===== src/rtl/div_issue_ctrl_pkg.sv =====
// Shared opcode constants, FSM state type and opcode decode helper
// for the EX-stage divider issue controller.
package div_issue_ctrl_pkg;

    localparam logic [7:0] EXE_DIV_OP  = 8'b0001_1010;
    localparam logic [7:0] EXE_DIVU_OP = 8'b0001_1011;

    localparam logic [1:0] ENC_IDLE  = 2'd0;
    localparam logic [1:0] ENC_START = 2'd1;
    localparam logic [1:0] ENC_BUSY  = 2'd2;
    localparam logic [1:0] ENC_DONE  = 2'd3;

    typedef enum logic [1:0] {
        ST_IDLE  = ENC_IDLE,
        ST_START = ENC_START,
        ST_BUSY  = ENC_BUSY,
        ST_DONE  = ENC_DONE
    } div_state_e;

    function automatic logic is_div_op(input logic [7:0] op);
        return (op == EXE_DIV_OP) || (op == EXE_DIVU_OP);
    endfunction

endpackage


===== src/rtl/div_issue_ctrl.sv =====
// Issues DIV/DIVU to the multi-cycle divider, stalls EX until the result
// returns, and converts the result into single HI/LO write pulses.
module div_issue_ctrl
    import div_issue_ctrl_pkg::*;
#(
    parameter int MAX_WAIT = 64,
    parameter int CNT_W    = 7
) (
    input  logic        clk,
    input  logic        sclr,
    input  logic        ex_valid,
    input  logic [7:0]  ex_alucontrol,
    input  logic [31:0] ex_srca,
    input  logic [31:0] ex_srcb,
    input  logic        ex_advance,
    input  logic        flush,
    input  logic        div_ok,
    input  logic [63:0] div_result,
    output logic        div_sclr,
    output logic [31:0] div_a,
    output logic [31:0] div_b,
    output logic [7:0]  div_op,
    output logic        stall_div,
    output logic        hi_we,
    output logic        lo_we,
    output logic [31:0] hi_wdata,
    output logic [31:0] lo_wdata,
    output logic        div_timeout
);

    localparam logic [CNT_W-1:0] CNT_LAST = CNT_W'(MAX_WAIT - 1);

    div_state_e       state_q;
    logic [CNT_W-1:0] cnt_q;
    logic [31:0]      a_q;
    logic [31:0]      b_q;
    logic [7:0]       op_q;
    logic             abort_q;
    logic             hi_we_q;
    logic             lo_we_q;
    logic [31:0]      hi_q;
    logic [31:0]      lo_q;
    logic             timeout_q;

    logic             is_div;
    logic             start_req;

    assign is_div    = ex_valid & is_div_op(ex_alucontrol);
    assign start_req = is_div & ~flush;

    // op_q is loaded on entry to START and cleared on every other edge,
    // so it is nonzero for exactly the one START cycle.
    always_ff @(posedge clk) begin
        if (sclr) begin
            state_q   <= ST_IDLE;
            cnt_q     <= '0;
            a_q       <= '0;
            b_q       <= '0;
            op_q      <= '0;
            abort_q   <= 1'b0;
            hi_we_q   <= 1'b0;
            lo_we_q   <= 1'b0;
            hi_q      <= '0;
            lo_q      <= '0;
            timeout_q <= 1'b0;
        end else begin
            op_q    <= '0;
            abort_q <= 1'b0;
            hi_we_q <= 1'b0;
            lo_we_q <= 1'b0;
            case (state_q)
                ST_IDLE: begin
                    if (start_req) begin
                        a_q     <= ex_srca;
                        b_q     <= ex_srcb;
                        op_q    <= ex_alucontrol;
                        state_q <= ST_START;
                    end
                end
                ST_START: begin
                    cnt_q <= '0;
                    if (flush) begin
                        abort_q <= 1'b1;
                        state_q <= ST_IDLE;
                    end else begin
                        state_q <= ST_BUSY;
                    end
                end
                ST_BUSY: begin
                    if (flush) begin
                        abort_q <= 1'b1;
                        state_q <= ST_IDLE;
                    end else if (div_ok) begin
                        hi_q    <= div_result[63:32];
                        lo_q    <= div_result[31:0];
                        hi_we_q <= 1'b1;
                        lo_we_q <= 1'b1;
                        state_q <= ST_DONE;
                    end else if (cnt_q == CNT_LAST) begin
                        abort_q   <= 1'b1;
                        timeout_q <= 1'b1;
                        state_q   <= ST_DONE;
                    end else begin
                        cnt_q <= cnt_q + 1'b1;
                    end
                end
                ST_DONE: begin
                    // Hold here until EX actually moves on so a stalled divide is not reissued.
                    if (flush || ex_advance) begin
                        state_q <= ST_IDLE;
                    end
                end
                default: state_q <= ST_IDLE;
            endcase
        end
    end

    assign stall_div   = ((state_q == ST_IDLE) & start_req) |
                         (state_q == ST_START) |
                         (state_q == ST_BUSY);
    assign div_sclr    = sclr | abort_q;
    assign div_a       = a_q;
    assign div_b       = b_q;
    assign div_op      = op_q;
    assign hi_we       = hi_we_q;
    assign lo_we       = lo_we_q;
    assign hi_wdata    = hi_q;
    assign lo_wdata    = lo_q;
    assign div_timeout = timeout_q;

endmodule


===== config.mk =====
export PLATFORM = sky130hd
export DESIGN_NAME = div_issue_ctrl
export DESIGN_NICKNAME = d
export VERILOG_FILES = /design/src/rtl/div_issue_ctrl_pkg.sv /design/src/rtl/div_issue_ctrl.sv
export SDC_FILE = /design/constraint.sdc
export NUM_CORES = 1
export LEC_CHECK = 0
export ABC_CLOCK_PERIOD_IN_PS = 2600
export BUFFER_PORTS_ARGS = -buffer_cell sky130_fd_sc_hd__buf_2
export CORE_MARGIN = 2
export CORE_UTILIZATION = 46
export CTS_BUF_LIST = sky130_fd_sc_hd__clkbuf_8
export CTS_CLUSTER_SIZE = 30
export DETAILED_ROUTE_END_ITERATION = 10
export GPL_TIMING_DRIVEN = 0
export PLACE_DENSITY_LB_ADDON = 0.05
export SYNTH_ARGS = -nofsm -noshare
export SYNTH_HDL_FRONTEND = slang
export SYNTH_SLANG_ARGS = --single-unit

===== constraint.sdc =====
create_clock -name clk -period 2.6 [get_ports clk]
set_clock_uncertainty 0.2 [all_clocks]
set_input_delay 0.26 -clock clk [delete_from_list [all_inputs] [get_ports clk]]
set_output_delay 0.26 -clock clk [all_outputs]
set_load 0.05 [all_outputs]

# Word level (Yosys, flattened, before mapping)
# Cells that the tools add are included.
# W data, S select, Z words.
[word_totals]
out_inout_bits = 141
wordCells = 62
register_bits = 148
inputBits = 142
[op_classes]
bitwise_logic = 11
muxes = 17
n_reduce_logical = 11
n_addsub = 1
n_eq_ne = 12
[op_table]
columns = ["operator", "n"]
rows = [
  ["$mux W7", 3],
  ["$eq A8 B5 Y1 const B", 2],
  ["$pmux W7 S2", 1],
  ["$mux W2", 6],
  ["$ne A2 B2 Y1 const B", 5],
  ["$pmux W2 S4", 1],
  ["$reduce_and A4 Y1", 2],
  ["$add A7 B1 Y7 const B", 1],
  ["$eq A7 B6 Y1 const B", 1],
  ["$reduce_and A3 Y1", 2],
  ["$reduce_or A3 Y1", 2],
  ["$mux W1", 5],
  ["$not A1 Y1", 5],
  ["$eq A2 B2 Y1 const B", 2],
  ["$ne A4 B4 Y1 const B", 1],
  ["$and A1 B1 Y1", 3],
  ["$or A1 B1 Y1", 3],
  ["$eq A2 B1 Y1 const B", 1],
  ["$logic_not A2 Y1", 1],
  ["$logic_or A1 B1 Y1", 2],
  ["$pmux W1 S2", 1],
  ["$reduce_and A2 Y1", 1],
  ["$reduce_bool A2 Y1", 1],
]

# Longest topological paths before layout
[depth]
ltp_word = 7
depth_mapped = 9
mapped_depth_nobuf = 6

# Worst setup path before layout
# OpenSTA, ideal clock, no wires.
[synth_timing]
path_type = "in2out"
start = "input ex_alucontrol[5]"
end = "output stall_div"
required_time_ns = 2.140
n_path_buf = 2
slack_ns = 0.300
arrival_time_ns = 1.840
stages = 5
path_cell_list = "or4b_1 > nor4_2 > buf_4 > buf_2 > nand2b_1"
[synth_via]
elab_chain_len = 7
elab_cells_between_ends = 8
classes_between = "2 x eq/ne; 5 x bitwise; 1 x reduce/logical"
[synth_lines]
columns = ["item", "line", "source"]
rows = [
  ["start: declaration", "div_issue_ctrl.sv:12", "input logic [7:0] ex_alucontrol,"],
  ["$eq A8 B5 Y1", "div_issue_ctrl_pkg.sv:21", "return (op == EXE_DIV_OP) || (op == EXE_DIVU_OP);"],
  ["$logic_or A1 B1 Y1 (*)", "div_issue_ctrl_pkg.sv:21", ""],
  ["$and A1 B1 Y1 (*)", "div_issue_ctrl.sv:48", "assign is_div = ex_valid & is_div_op(ex_alucontrol);"],
  ["$and A1 B1 Y1 (*)", "div_issue_ctrl.sv:49", "assign start_req = is_div & ~flush;"],
  ["$and A1 B1 Y1 (*)", "div_issue_ctrl.sv:118", "assign stall_div = ((state_q == ST_IDLE) & start_req) |"],
  ["$or A1 B1 Y1 (*)", "div_issue_ctrl.sv:118", ""],
  ["$or A1 B1 Y1 (*)", "div_issue_ctrl.sv:119", "(state_q == ST_START) |"],
  ["end: declaration", "div_issue_ctrl.sv:23", "output logic stall_div,"],
]
# Every way passes the cells marked *; elsewhere a longest branch is shown, timed or not.

# Worst setup path in the final report
[layout_timing]
start = "register state_q[1]"
end = "output stall_div"
[layout_via]
elab_chain_len = 4
elab_cells_between_ends = 6
classes_between = "2 x eq/ne; 3 x bitwise; 1 x reduce/logical"
[layout_lines]
columns = ["item", "line", "source"]
rows = [
  ["start: declaration", "div_issue_ctrl.sv:33", "div_state_e state_q;"],
  ["start signal: assignment", "div_issue_ctrl.sv:55", "state_q <= ST_IDLE;"],
  ["start signal: assignment", "div_issue_ctrl.sv:77", "state_q <= ST_START;"],
  ["start signal: assignment", "div_issue_ctrl.sv:84", "state_q <= ST_IDLE;"],
  ["$logic_not A2 Y1", "div_issue_ctrl.sv:118", ""],
  ["$and A1 B1 Y1", "div_issue_ctrl.sv:118", ""],
  ["$or A1 B1 Y1", "div_issue_ctrl.sv:118", ""],
  ["$or A1 B1 Y1 (*)", "div_issue_ctrl.sv:119", ""],
]
# Marks and branches as above.

==> summary.md <==
| Metric | Value |
|---|---|
| Die footprint | `12400 sq um` |
| Drt pass-1 iters | `4` |
| Total power | `4.40 mW` |
| Fin crit share | `0.937` |
| Worst skew pair latency | `0.44 ns` |
| CTS Root Cell | `clkbuf_8` |
| Critical Path AT | `1.98 ns` |
| Sequential share of the synthesized area | `0.557` |
| Area leader, netlist | `dfxtp_1` |
| Top FF cell, synth | `dfxtp_1` |
| Highest Clock Rate | `0.410 GHz` |
| Worst Hold Class | `primary input to flip-flop` |
| FF-to-FF Start | `state_q[0]` |
| Worst reg2reg path depth | `8` |
| VDD IR max | `0.000428 V` |
| Synthesized area | `5320 sq um` |
| Largest cells by area after synthesis | `dfxtp_1, mux2i_1, nand2_1` |
| Area fraction of the dominant cell type after synthesis | `0.557` |
| CP Capture Type | `output port` |
| Largest net degree at the start of global routing | `17` |
| Number of global-route vias before repair | `5787` |
| Final wirelength | `18.0 mm` |
| Total GRT Usage | `0.285` |
| DR WL/cell | `15.5 microns` |
| Hold Fails Final Rpt | `0` |
| Max Slew Vio Count | `0` |
| Fin crit period | `2.44 ns` |
| Pwr per Cell Area | `511 nW/um^2` |
| Synth cell types | `35` |
| PortBufs | `281` |
| Reg-to-reg slack, setup | `0.22 ns` |
| Die height | `112 microns` |
| Die width | `112 microns` |
| Core Area | `11400 sq um` |
| Placement Setup Slack | `0.139 ns` |
| N_diodes | `0` |
| Clk sink count | `148` |
| Max-cap violations | `0` |
| Routed Antenna Nets | `0` |
| CTS buffer count | `17` |
| CTS Buffer Depth | `2` |
| WHS Endpoint | `state_q[0]` |
| WHS Path Cells | `5` |
| Setup crit start kind | `flip-flop` |
| DRC Markers | `0` |
| Max FO, Critical Path | `15` |
| Placement row count | `39` |
| Initial core utilization | `0.468` |
| Crit path required time | `2.14 ns` |
| Initial antenna violation count | `0` |
| Setup Viol. Count Final | `0` |
| Post-route cell area | `8610 sq um` |
| CTS clk-pin slew, worst paths | `0.07 ns` |
| GP Congestion | `0.846` |
| Max_slew headroom | `0.568` |
| Worst Slack Setup Final | `0.163 ns` |
| Layout area overhead | `61.8%` |
| Leakage power | `3.88 nW` |
| Dpl hpwl | `11.8 mm` |
| Status | `finished, final reports clean` |
| Synth Register Bits | `148` |
| Count of flip-flops with a built-in enable after synthesis | `0` |
| First-pass GRT wire length | `28.2 mm` |
| H-tree depth | `4` |
| Top Ports | `283` |
| Final-layout fill cell count | `804` |
| Worst slew pin tran | `0.647 ns` |
| Grt total ovfl | `0` |
| Worst reg2reg endpoint | `lo_wdata[30]` |
| Average cell area after synthesis | `9.16 sq um` |
| Initial detailed-routing violation count | `284` |
| Number of cells produced by synthesis | `581` |
| Synth async-reset ratio | `0` |
| Area post-placement | `6920 sq um` |
| CTS tree | `yes` |
| Min-delay src | `ex_advance` |
| Layout cells sized above 1 | `0.312` |
| Nets | `1162` |
| Critical path type | `flip-flop to output port` |
| YS warnings | `0` |
| Via-to-Cell Ratio | `4.87` |
| Via count | `5672` |
## how the worst max path moves through the flow
stage | start | endpoint | depth (start not counted)
floorplan | ex_alucontrol[5] | stall_div | 5
global placement | ex_alucontrol[5] | stall_div | 7
detailed placement | state_q[0] | hi_wdata[4] | 8
CTS | state_q[1] | stall_div | 7
global route | state_q[0] | stall_div | 7
finish | state_q[1] | stall_div | 7
## cells in the final DEF (no fill, tap or decap), drive strengths merged, types with 2 or more instances in the layout
cell type    count
inv              7
ha               6
nor2            70
clkbuf          47
mux2i           69
a21oi           70
nand3            3
dlygate4sd3    131
nand2b           3
bufinv           2
nor3             2
buf            292
o2111ai          2
conb             4
or3              5
and2             3
nand2          138
and3             2
dfxtp          148
o31ai            2
clkinv           2
## sequential cells by signal, summed over array words and instances, names as in the netlist
signal	flops
hi_wdata	32
div_timeout	1
abort_q	1
cnt_q	7
lo_we	1
state_q	2
div_a	32
div_op	8
lo_wdata	32
div_b	32
## metal layers
metal,vias to the layer above,wire length [microns],GRT usage
met5,-,0,0
met4,0,514,0.131
met3,42,1400,0.0964
met2,256,9130,0.512
met1,2608,6980,0.300
li1,2766,-,-
## cells in the mapped netlist (2+ instances only)
| library cell | instances |
|---|---|
| and3_1 | 2 |
| buf_4 | 6 |
| inv_1 | 6 |
| or3_1 | 5 |
| dfxtp_1 | 148 |
| nand2b_1 | 3 |
| a21oi_1 | 70 |
| clkbuf_1 | 26 |
| nand3_1 | 3 |
| o2111ai_1 | 2 |
| ha_1 | 6 |
| nor2_1 | 70 |
| and2_1 | 3 |
| buf_8 | 2 |
| o31ai_1 | 2 |
| buf_1 | 3 |
| mux2i_1 | 69 |
| nand2_1 | 138 |
## report_power, final
group          total [mW]  internal [mW]  switching [mW]
Combinational       0.409          0.236           0.172
Clock                1.71          0.922           0.793
Sequential           2.28           2.27         0.00356
## stage by stage
| step | cells | hold slack [ns] | TNS (ns) | utilization |
|---|---|---|---|---|
| 3_5_place_dp | 1008 | 0.243 | 0 | 0.609 |
| 2_1_floorplan | 584 | 0.196 | 0 | - |
| 6_report | 1165 | 0.116 | 0 | 0.757 |
| 3_3_place_gp | 1008 | 0.238 | 0 | 0.609 |
| 4_1_cts | 1165 | 0.0833 | 0 | 0.756 |
| 5_1_grt | 1165 | 0.149 | -0.0117 | 0.757 |
## cells by family after synthesis
kind of cell | synth area share
AND/OR/NAND/NOR | 0.180
buffers and inverters | 0.0397
flip-flops | 0.557
multiplexers | 0.130
adder cells (fa/ha/maj) | 0.0141
AO/OA/AOI/OAI | 0.0788
other | 0.000705
## critical path, stage by stage (launching register included)
cell and delay [ns]:
dfxtp_1 0.35, inv_1 0.11, ha_1 0.18, inv_1 0.06
nor4_2 0.29, buf_6 0.22, nand2b_1 0.12, buf_4 0.19
## area by class of cell
| cell class | instances | area [sq um] | area share |
|---|---|---|---|
| Buffer | 37 | 189 | 0.0219 |
| Clock buffer | 21 | 289 | 0.0336 |
| Clock inverter | 6 | 81.3 | 0.00945 |
| Inverter | 6 | 22.5 | 0.00262 |
| Multi-Input combinational cell | 392 | 2170 | 0.252 |
| Sequential cell | 148 | 2960 | 0.344 |
| Tap cell | 143 | 179 | 0.0208 |
| Timing Repair Buffer | 412 | 2720 | 0.316 |
## repair_timing
item,4_1_cts,5_1_grt
buffers inserted,0,0
endpoints found under the setup margin,1,52
hold endpoints to repair,136,0
hold buffers,131,0
resized for setup,1,4
Note: power is estimated with default switching activity, not from simulation.
